[src/rtl/fib_inst_sequencer_if.sv]
// Handshake and instruction bus between a Fibonacci program sequencer and its user.
// The master drives start, n_terms and stall. The slave, which is the sequencer, drives
// the instruction stream, the status flags and the shadow result.
interface fib_inst_sequencer_if #(
    parameter int COUNT_W = 8,
    parameter int DATA_W  = 32
);
    logic               start;
    logic [COUNT_W-1:0] n_terms;
    logic               stall;
    logic [31:0]        inst;
    logic               inst_valid;
    logic               busy;
    logic               done;
    logic [COUNT_W-1:0] term_idx;
    logic [DATA_W-1:0]  exp_result;

    modport master (
        output start, n_terms, stall,
        input  inst, inst_valid, busy, done, term_idx, exp_result
    );

    modport slave (
        input  start, n_terms, stall,
        output inst, inst_valid, busy, done, term_idx, exp_result
    );
endinterface

[src/rtl/fib_inst_sequencer.sv]
// Fibonacci instruction generator for a MIPS-style CPU.
// It emits two ADDIs that seed REG_A and REG_B, then n_terms ADDs whose destination
// alternates between the two registers. A shadow copy of the sums it predicts is
// kept so the final register value can be checked.
//
// state  | meaning
// IDLE   | waiting for start; outputs NOP
// LD_A   | ADDI REG_A is on the bus
// LD_B   | ADDI REG_B is on the bus
// LOOP   | ADD for term term_idx is on the bus
// DONE   | program finished; done held until the next start
module fib_inst_sequencer #(
    parameter int COUNT_W = 8,
    parameter int DATA_W  = 32,
    parameter int REG_A   = 1,
    parameter int REG_B   = 2,
    parameter int INIT_A  = 1,
    parameter int INIT_B  = 1
) (
    input  logic              clk,
    input  logic              rst,
    fib_inst_sequencer_if.slave bus
);
    typedef enum logic [2:0] {S_IDLE, S_LD_A, S_LD_B, S_LOOP, S_DONE} state_t;

    localparam logic [4:0]        RA       = 5'(REG_A);
    localparam logic [4:0]        RB       = 5'(REG_B);
    localparam logic [15:0]       IMM_A    = 16'(INIT_A);
    localparam logic [15:0]       IMM_B    = 16'(INIT_B);
    localparam logic [31:0]       NOP      = 32'h0;
    localparam logic [31:0]       ADDI_A   = {6'b001000, 5'd0, RA, IMM_A};
    localparam logic [31:0]       ADDI_B   = {6'b001000, 5'd0, RB, IMM_B};
    localparam logic [31:0]       ADD_TO_A = {6'b000000, RA, RB, RA, 5'd0, 6'b100000};
    localparam logic [31:0]       ADD_TO_B = {6'b000000, RA, RB, RB, 5'd0, 6'b100000};
    localparam logic [DATA_W-1:0] SEXT_A   = DATA_W'($signed(IMM_A));
    localparam logic [DATA_W-1:0] SEXT_B   = DATA_W'($signed(IMM_B));

    state_t             r_state, w_state;
    logic [COUNT_W-1:0] r_rem, w_rem;
    logic [COUNT_W-1:0] r_idx, w_idx;
    logic [DATA_W-1:0]  r_a, w_a;
    logic [DATA_W-1:0]  r_b, w_b;
    logic [DATA_W-1:0]  r_res, w_res;
    logic [31:0]        r_inst, w_inst;
    logic               r_valid, w_valid;
    logic               r_busy, w_busy;
    logic               r_done, w_done;
    logic [DATA_W-1:0]  w_sum;

    // Next state and next registered outputs.
    // r_rem counts the ADDs still to be issued after the one on the bus.
    // When stall is high, every register keeps its value and the next cycle shows a NOP.
    always_comb begin
        w_state = r_state;
        w_rem   = r_rem;
        w_idx   = r_idx;
        w_a     = r_a;
        w_b     = r_b;
        w_res   = r_res;
        w_inst  = NOP;
        w_valid = 1'b0;
        w_busy  = r_busy;
        w_done  = r_done;
        w_sum   = r_a + r_b;
        case (r_state)
            S_IDLE, S_DONE: begin
                if (bus.start) begin
                    w_state = S_LD_A;
                    w_rem   = bus.n_terms;
                    w_busy  = 1'b1;
                    w_done  = 1'b0;
                    w_inst  = ADDI_A;
                    w_valid = 1'b1;
                end
            end
            S_LD_A: begin
                if (!bus.stall) begin
                    w_state = S_LD_B;
                    w_inst  = ADDI_B;
                    w_valid = 1'b1;
                    w_a     = SEXT_A;
                    w_b     = SEXT_B;
                end
            end
            S_LD_B: begin
                if (!bus.stall) begin
                    if (r_rem != '0) begin
                        w_state = S_LOOP;
                        w_rem   = r_rem - 1'b1;
                        w_idx   = '0;
                        w_inst  = ADD_TO_A;
                        w_valid = 1'b1;
                        w_a     = w_sum;
                        w_res   = w_sum;
                    end else begin
                        w_state = S_DONE;
                        w_busy  = 1'b0;
                        w_done  = 1'b1;
                    end
                end
            end
            S_LOOP: begin
                if (!bus.stall) begin
                    if (r_rem == '0) begin
                        w_state = S_DONE;
                        w_busy  = 1'b0;
                        w_done  = 1'b1;
                    end else begin
                        w_rem   = r_rem - 1'b1;
                        w_idx   = r_idx + 1'b1;
                        w_valid = 1'b1;
                        w_res   = w_sum;
                        if (r_idx[0]) begin
                            w_inst = ADD_TO_A;
                            w_a    = w_sum;
                        end else begin
                            w_inst = ADD_TO_B;
                            w_b    = w_sum;
                        end
                    end
                end
            end
            default: w_state = S_IDLE;
        endcase
    end

    // State register and registered outputs, with synchronous reset.
    always_ff @(posedge clk) begin
        if (rst) begin
            r_state <= S_IDLE;
            r_rem   <= '0;
            r_idx   <= '0;
            r_a     <= '0;
            r_b     <= '0;
            r_res   <= '0;
            r_inst  <= NOP;
            r_valid <= 1'b0;
            r_busy  <= 1'b0;
            r_done  <= 1'b0;
        end else begin
            r_state <= w_state;
            r_rem   <= w_rem;
            r_idx   <= w_idx;
            r_a     <= w_a;
            r_b     <= w_b;
            r_res   <= w_res;
            r_inst  <= w_inst;
            r_valid <= w_valid;
            r_busy  <= w_busy;
            r_done  <= w_done;
        end
    end

    assign bus.inst       = r_inst;
    assign bus.inst_valid = r_valid;
    assign bus.busy       = r_busy;
    assign bus.done       = r_done;
    assign bus.term_idx   = r_idx;
    assign bus.exp_result = r_res;
endmodule
[src/flat_wrapper.sv]
// flat-port wrapper written by rule: the top's interface ports become plain ports
module fib_inst_sequencer_flat 
#(
    parameter int COUNT_W = 8,
    parameter int DATA_W  = 32,
    parameter int REG_A   = 1,
    parameter int REG_B   = 2,
    parameter int INIT_A  = 1,
    parameter int INIT_B  = 1
)
  (clk, rst, bus_start, bus_n_terms, bus_stall, bus_inst, bus_inst_valid, bus_busy, bus_done, bus_term_idx, bus_exp_result);
  fib_inst_sequencer_if #(.COUNT_W(COUNT_W), .DATA_W(DATA_W)) bus_i ();
  input  logic clk;
  input  logic rst;
  input wire logic [$bits(bus_i.start)-1:0] bus_start;
  input wire logic [$bits(bus_i.n_terms)-1:0] bus_n_terms;
  input wire logic [$bits(bus_i.stall)-1:0] bus_stall;
  output wire logic [$bits(bus_i.inst)-1:0] bus_inst;
  output wire logic [$bits(bus_i.inst_valid)-1:0] bus_inst_valid;
  output wire logic [$bits(bus_i.busy)-1:0] bus_busy;
  output wire logic [$bits(bus_i.done)-1:0] bus_done;
  output wire logic [$bits(bus_i.term_idx)-1:0] bus_term_idx;
  output wire logic [$bits(bus_i.exp_result)-1:0] bus_exp_result;
  assign bus_i.start = bus_start;
  assign bus_i.n_terms = bus_n_terms;
  assign bus_i.stall = bus_stall;
  assign bus_inst = bus_i.inst;
  assign bus_inst_valid = bus_i.inst_valid;
  assign bus_busy = bus_i.busy;
  assign bus_done = bus_i.done;
  assign bus_term_idx = bus_i.term_idx;
  assign bus_exp_result = bus_i.exp_result;
  fib_inst_sequencer #(.COUNT_W(COUNT_W), .DATA_W(DATA_W), .REG_A(REG_A), .REG_B(REG_B), .INIT_A(INIT_A), .INIT_B(INIT_B)) u_core (.clk(clk), .rst(rst), .bus(bus_i));
endmodule
[config.mk]
export PLATFORM = sky130hd
export DESIGN_NAME = fib_inst_sequencer_flat
export DESIGN_NICKNAME = d
export VERILOG_FILES = /design/src/rtl/fib_inst_sequencer_if.sv /design/src/rtl/fib_inst_sequencer.sv /design/src/flat_wrapper.sv
export SDC_FILE = /design/constraint.sdc
export NUM_CORES = 1
export LEC_CHECK = 0
export BUFFER_PORTS_ARGS = -buffer_cell sky130_fd_sc_hd__buf_2
export CORE_MARGIN = 3
export CORE_UTILIZATION = 45
export CTS_CLUSTER_SIZE = 12
export DETAILED_ROUTE_END_ITERATION = 10
export PLACE_DENSITY = 0.71
export RECOVER_POWER = 25
export SLEW_MARGIN = 20
export SYNTH_ARGS = -nofsm -noshare
export SYNTH_HDL_FRONTEND = slang
export SYNTH_SLANG_ARGS = --single-unit
[constraint.sdc]
create_clock -name clk -period 6.3 [get_ports clk]
set_input_delay 0.315 -clock clk [delete_from_list [all_inputs] [get_ports clk]]
set_output_delay 0.315 -clock clk [all_outputs]
set_load 0.01 [all_outputs]
==> results.py, run 1 <==
metrics = {
    "outcome": {
        "status": "completed",
    },
    "drt": {
        "ant_nets": 0,
        "via_count": 5645,
        "wl_mm": 15.1,
        "avgViaCountPerCell": 5.49,
        "drtIter0Drc": 433,
        "dr.pass1.iters": 7,
        "post-route-drc-count": 0,
        "drt-wirelength-per-cell_microns": 14.7,
    },
    "floorplan": {
        "coreArea_sq_um": 14000,
        "die_area_sq_um": 16000,
        "rows": 43,
        "ios": 87,
        "chipHeight_microns": 127,
        "start_util": 0.466,
        "die-width_microns": 127,
    },
    "synth": {
        "synth-compound-area-share": 0.234,
        "yosys-top-cells-area": "dfxtp_1 38%, nor2_1 6.5%, a22oi_1 6.3%",
        "synth_top_cells_by_count": "124 x dfxtp_1, 113 x nor2_1, 94 x nand2_1",
        "syn_area_per_cell_sq_um": 8.18,
        "synthAdderAreaFrac": 0.0662,
        "yosys.area_share.simple": 0.206,
        "synth.cell_area_sq_um": 6540,
        "ys_seq_area_frac": 0.380,
        "synth-edff-count": 0,
        "synth_top_area_share": 0.380,
        "yosysWarnings": 0,
        "synth-main-ff-cell": "dfxtp_1",
        "synth_top_cell_by_area": "dfxtp_1",
        "async_flop_share": 0,
        "synth_mux_area_frac": 0.00842,
        "synth_seq_cells": 124,
        "synthCells": 800,
        "ys_types": 63,
        "synth.most_common_cell": "dfxtp_1",
        "synth_top_family_by_area": "compound AO/OA/AOI/OAI gates",
        "synth_xor_area_frac": 0.0429,
    },
    "clock_tree": {
        "cts_sinks": 124,
        "cts_hold_buffers": 0,
        "numCtsBuffers": 17,
        "post_cts_buffers": 0,
        "cts_root_buf": "clkbuf_16",
        "htreeDepth": 4,
        "clock_latency_ps": 420,
        "postCtsResizedCells": 0,
        "clkTransAtPathRegs_ps": 50,
        "cts_tree": "done",
        "clockBufferDepth": 2,
    },
    "sta": {
        "fmax_ghz": 0.314,
        "finalSetupTns_ps": 0,
        "setup_viol": 0,
        "timing.final.crit_share": 0.506,
        "rsz0062_at_grt": "no",
        "fin_ws_ps": 3110,
        "finalHoldViolCount": 0,
        "slew_violations": 0,
        "skew_ps": 9.85,
        "maxSlewHeadroom": 0.305,
        "worst_pin_slew_ps": 1040,
        "min_period_ps": 3190,
    },
    "power": {
        "peakVddDrop_uv": 196,
        "power-per-cell-area_nw_per_um2": 251,
        "power.leakage_uw": 0.00289,
    },
    "critical_path": {
        "end_kind": "flop",
        "path_cells": "ha_1, inv_1, fa_1, and2b_1, o2111ai_2, a2111oi_1, or4_4, nand2_1, o221ai_1, o41ai_2, mux2_2, a31oi_1",
        "critPathBufInv": 1,
        "critPathSlowestCell": "or4_4",
        "required_ps": 6640,
        "crit_type": "flop to flop",
        "critPathMaxStageDelay_ps": 590,
        "cp_top_family": "compound AO/OA/AOI/OAI gates",
        "start_kind": "flop",
        "worst-endpoint-arrival_ps": 3520,
        "worst-path-max-fanout": 3,
    },
    "min_path": {
        "hold_path_class": "input pin to flop",
    },
    "layout": {
        "final_nets": 884,
        "area_delta_synth_final_pct": 12.4,
        "num_antenna_cells": 0,
        "drive_gt1_frac": 0.0884,
    },
    "global_routing": {
        "grt.overflow.total": 0,
        "antenna_found_initial": 0,
        "grt_pass1_wl_mm": 25.6,
        "grt_use_total": 0.193,
        "grt_max_degree": 90,
        "grt_pass1_vias": 5378,
    },
    "run": {
        "maxCapViolations": 0,
    },
    "placement": {
        "dp_hpwl_mm": 9.97,
        "io_buffers": 62,
        "pre_cts_slack_ps": 3140,
        "finalWeightedCongestion": 0.887,
    },
}
path summary, 6_finish.rpt:
check	start	endpoint	slack (ps)	cells past startpoint
setup / recovery	u_core.r_b[0]	u_core.bus.exp_result[28]	3110	12
hold / removal	bus_start	u_core.bus.inst[16]	230	3
setup reg to reg	u_core.r_b[0]	u_core.bus.exp_result[28]	3110	12
hold reg to reg	u_core.bus.exp_result[19]	u_core.bus.exp_result[19]	450	2
per-layer routing:
layer / share of wire / global-route usage / vias to the layer above
li1: - / - / 2883
met1: 0.49 / 0.259 / 2625
met2: 0.45 / 0.304 / 123
met3: 0.048 / 0.0526 / 14
met4: 0.012 / 0.0637 / 0
met5: 0 / 0 / -
stage by stage:
stage	hold slack [ps]	util	cells	instance area, sq um	total power (uW)
6_report	234	0.524	1028	7350	1840
5_1_grt	241	0.524	1028	7350	1920
4_1_cts	223	0.527	1028	7410	1860
3_5_place_dp	445	0.488	999	6860	948
3_3_place_gp	441	0.488	999	6860	948
2_1_floorplan	432	-	823	6630	925
flip-flops by register name, summed over array words and instances (netlist names):
register / cells
u_core.bus.busy: 1
u_core.r_state: 3
u_core.bus.inst: 6
u_core.bus.term_idx: 8
u_core.bus.done: 1
u_core.r_b: 32
u_core.bus.inst_valid: 1
u_core.r_rem: 8
u_core.r_a: 32
u_core.bus.exp_result: 32
placed cells by master (no fill, tap or decap), drive strengths merged, types with 3 or more instances in the layout:
cell,instances
xnor2,20
nand2,94
clkbuf,66
nand3,14
o22ai,3
or3,3
buf,26
o21bai,3
nand3b,6
mux2,4
conb,24
nor2b,10
o211ai,8
or4,4
a221oi,4
clkinv,3
a22oi,55
nand4b,3
nand2b,8
or2,4
a21oi,67
a31oi,4
o21a,3
a211oi,12
a21o,15
a2111oi,4
dfxtp,124
and3,5
inv,10
nand4,6
nor3,20
xor2,12
o21ai,24
a22o,6
nor3b,5
nor2,113
ha,33
cells by family after synthesis:
group	after synthesis
AND/OR/NAND/NOR	299
other	1
buffers and inverters	83
multiplexers	5
flip-flops	124
adder cells (fa/ha/maj)	34
AO/OA/AOI/OAI	222
XOR/XNOR	32
worst min-delay path, cell delays in order:
cell,delay (ps)
buf_2,130
nand2_1,110
nor2_1,50
area by class of cell:
type	instances	area (sq um)
inverters	10	37.5
multi-input cells	616	3740
clock inverters	6	63.8
flip-flops and latches	124	2480
well taps	180	225
repair buffers	69	312
fillers	1345	6690
clock buffers	23	488
report_power, final:
| group | internal [uW] | total (uW) | leakage [uW] | switching (uW) |
|---|---|---|---|---|
| logic | 34.8 | 121 | 0.00162 | 85.9 |
| clock network | 575 | 913 | 0.000267 | 337 |
| registers | 798 | 811 | 0.00100 | 12.2 |
No activity file was read; power rests on OpenSTA's default activity.
==> inputs of run 2 (changes only) <==
- clock period: 6.3 -> 3 ns (I/O delays scaled with it)
==> results.py, run 2 (synthesis gave the netlist of run 1 again) <==
metrics = {
    "outcome": {
        "status": "finished with violations",
        "violations": "negative setup slack",
    },
    "drt": {
        "drt-wirelength-per-cell_microns": 14.7,
        "drtIter0Drc": 515,
        "ant_nets": 0,
        "avgViaCountPerCell": 5.49,
        "wl_mm": 15.6,
        "via_count": 5815,
        "dr.pass1.iters": 5,
        "post-route-drc-count": 0,
    },
    "clock_tree": {
        "cts_hold_buffers": 0,
        "clockBufferDepth": 2,
        "cts_root_buf": "clkbuf_16",
        "clkTransAtPathRegs_ps": 50,
        "clock_latency_ps": 420,
        "cts_tree": "done",
        "cts_sinks": 124,
        "numCtsBuffers": 17,
        "htreeDepth": 4,
    },
    "min_path": {
        "min_path_cells": 3,
        "min_to": "u_core.r_rem[1]",
        "hold_path_class": "input pin to flop",
        "min_from": "bus_n_terms[1]",
    },
    "critical_path": {
        "critPathLaunch": "u_core.r_a[0]",
        "r2r_slack_ps": -30,
        "path_cells": "ha_4, inv_2, fa_2, and2b_1, o2111ai_2, a2111oi_4, or4_4, a311oi_4, o21ai_2, a221oi_4, buf_4, or4_1, nand3_1",
        "worst-endpoint-arrival_ps": 3390,
        "critPathSlowestCell": "or4_1",
        "critPathMaxStageDelay_ps": 410,
        "worst-path-max-fanout": 3,
        "rr_startpoint": "u_core.r_a[0]",
        "required_ps": 3350,
        "start_kind": "flop",
        "crit_type": "flop to flop",
        "r2r_cells": 13,
        "end_kind": "flop",
        "regToRegEndpoint": "u_core.bus.exp_result[30]",
    },
    "global_routing": {
        "grt_pass1_wl_mm": 26.1,
        "grt_use_total": 0.194,
        "grt_pass1_vias": 5379,
        "grt_max_degree": 94,
        "antenna_found_initial": 0,
        "grt.overflow.total": 0,
    },
    "sta": {
        "finalHoldViolCount": 0,
        "worst_pin_slew_ps": 1010,
        "timing.final.crit_share": 1.01,
        "rsz0062_at_grt": "yes",
        "slew_violations": 0,
        "skew_ps": 9.08,
        "fin_ws_ps": -34.7,
        "fmax_ghz": 0.330,
        "maxSlewHeadroom": 0.325,
        "min_period_ps": 3030,
        "setup_viol": 2,
    },
    "layout": {
        "final_common_cell": "dfxtp_1",
        "postLayoutCoreUtil": 0.550,
        "drive_gt1_frac": 0.141,
        "final_cell_area_sq_um": 7720,
        "final_nets": 913,
        "final_cell_mix": "122 x dfxtp_1, 111 x nor2_1, 93 x nand2_1, 63 x a21oi_1, 55 x a22oi_1",
        "area_delta_synth_final_pct": 18.1,
        "fillCellCount": 1323,
        "num_antenna_cells": 0,
    },
    "power": {
        "p_total_uw": 4030,
        "power.share.clock": 0.510,
        "power.leakage_uw": 0.00311,
        "power.net_switching_uw": 952,
        "power.internal_uw": 3080,
        "switching_share": 0.236,
        "seq_power_share": 0.422,
        "peakVddDrop_uv": 436,
        "combPwrFrac": 0.068,
        "power-per-cell-area_nw_per_um2": 522,
    },
    "floorplan": {
        "ios": 87,
        "chipHeight_microns": 127,
        "die_area_sq_um": 16000,
        "coreArea_sq_um": 14000,
        "start_util": 0.466,
        "rows": 43,
        "die-width_microns": 127,
    },
    "placement": {
        "placed_cell_area_sq_um": 7020,
        "dp_hpwl_mm": 10.6,
        "io_buffers": 62,
        "finalWeightedCongestion": 0.926,
    },
    "run": {
        "maxCapViolations": 0,
    },
}
-- run 2: changes by cell type in the layout (fill, tap and decap cells not counted), moves of 3 or more --
cell	delta
buf_4	+29
clkbuf_8	-3
clkinv_2	+3
mux2_2	-3
mux2_4	+3
-- run 2: power by group through the flow --
stage | registers, uW | clock network (uW) | logic [uW]
6_report | 1700 | 2060 | 273
5_1_grt | 1710 | 2170 | 302
4_1_cts | 1700 | 2090 | 273
3_5_place_dp | 1740 | 0 | 269
3_3_place_gp | 1740 | 0 | 269
2_1_floorplan | 1730 | 0 | 212
-- run 2: critical path, delay by kind of cell, from the launching register on --
family	cells	cell delay, ps
AND/OR/NAND/NOR	4	960
buffers and inverters	2	210
AO/OA/AOI/OAI	5	970
adder cells (fa/ha/maj)	2	490
flip-flops	1	350
-- run 2: area by class of cell --
class	instances	area, sq um	area share
Multi-Input combinational cell	616	3850	0.499
Sequential cell	124	2480	0.322
Timing Repair Buffer	98	532	0.0688
Clock buffer	20	447	0.0578
Tap cell	180	225	0.0292
Clock inverter	12	146	0.0190
Inverter	10	37.5	0.00486
-- run 2: worst max-delay path by stage --
stage / to / slack [ps] / cells past startpoint
floorplan: u_core.bus.exp_result[28] / 80 / 12
global placement: u_core.bus.exp_result[28] / -110 / 12
detailed placement: u_core.bus.exp_result[28] / -140 / 12
CTS: u_core.r_a[28] / 3 / 13
global route: u_core.bus.exp_result[30] / -180 / 13
finish: u_core.bus.exp_result[30] / -30 / 13
-- run 2: metal layers --
layer	GRT usage	vias to the layer above	routed length (microns)
li1	-	2933	-
met1	0.263	2730	7410
met2	0.309	133	7140
met3	0.0514	19	839
met4	0.0511	0	195
met5	0	-	0
-- run 2: metrics by stage --
stage	setup slack, ps	cells	hold WS (ps)	setup TNS [ps]
3_5_place_dp	-141	1021	445	-861
3_3_place_gp	-109	1021	441	-331
4_1_cts	3.04	1056	45.3	0
5_1_grt	-177	1060	65.3	-1170
6_report	-34.7	1060	61.4	-37.7
2_1_floorplan	81.3	823	308	0
-- run 2: repair_timing --
item                       CTS  global route
pin swaps                    9             6
gates resized for setup     14            12
setup endpoints to repair   13            22
cloned                       0             0
buffers inserted             3             4
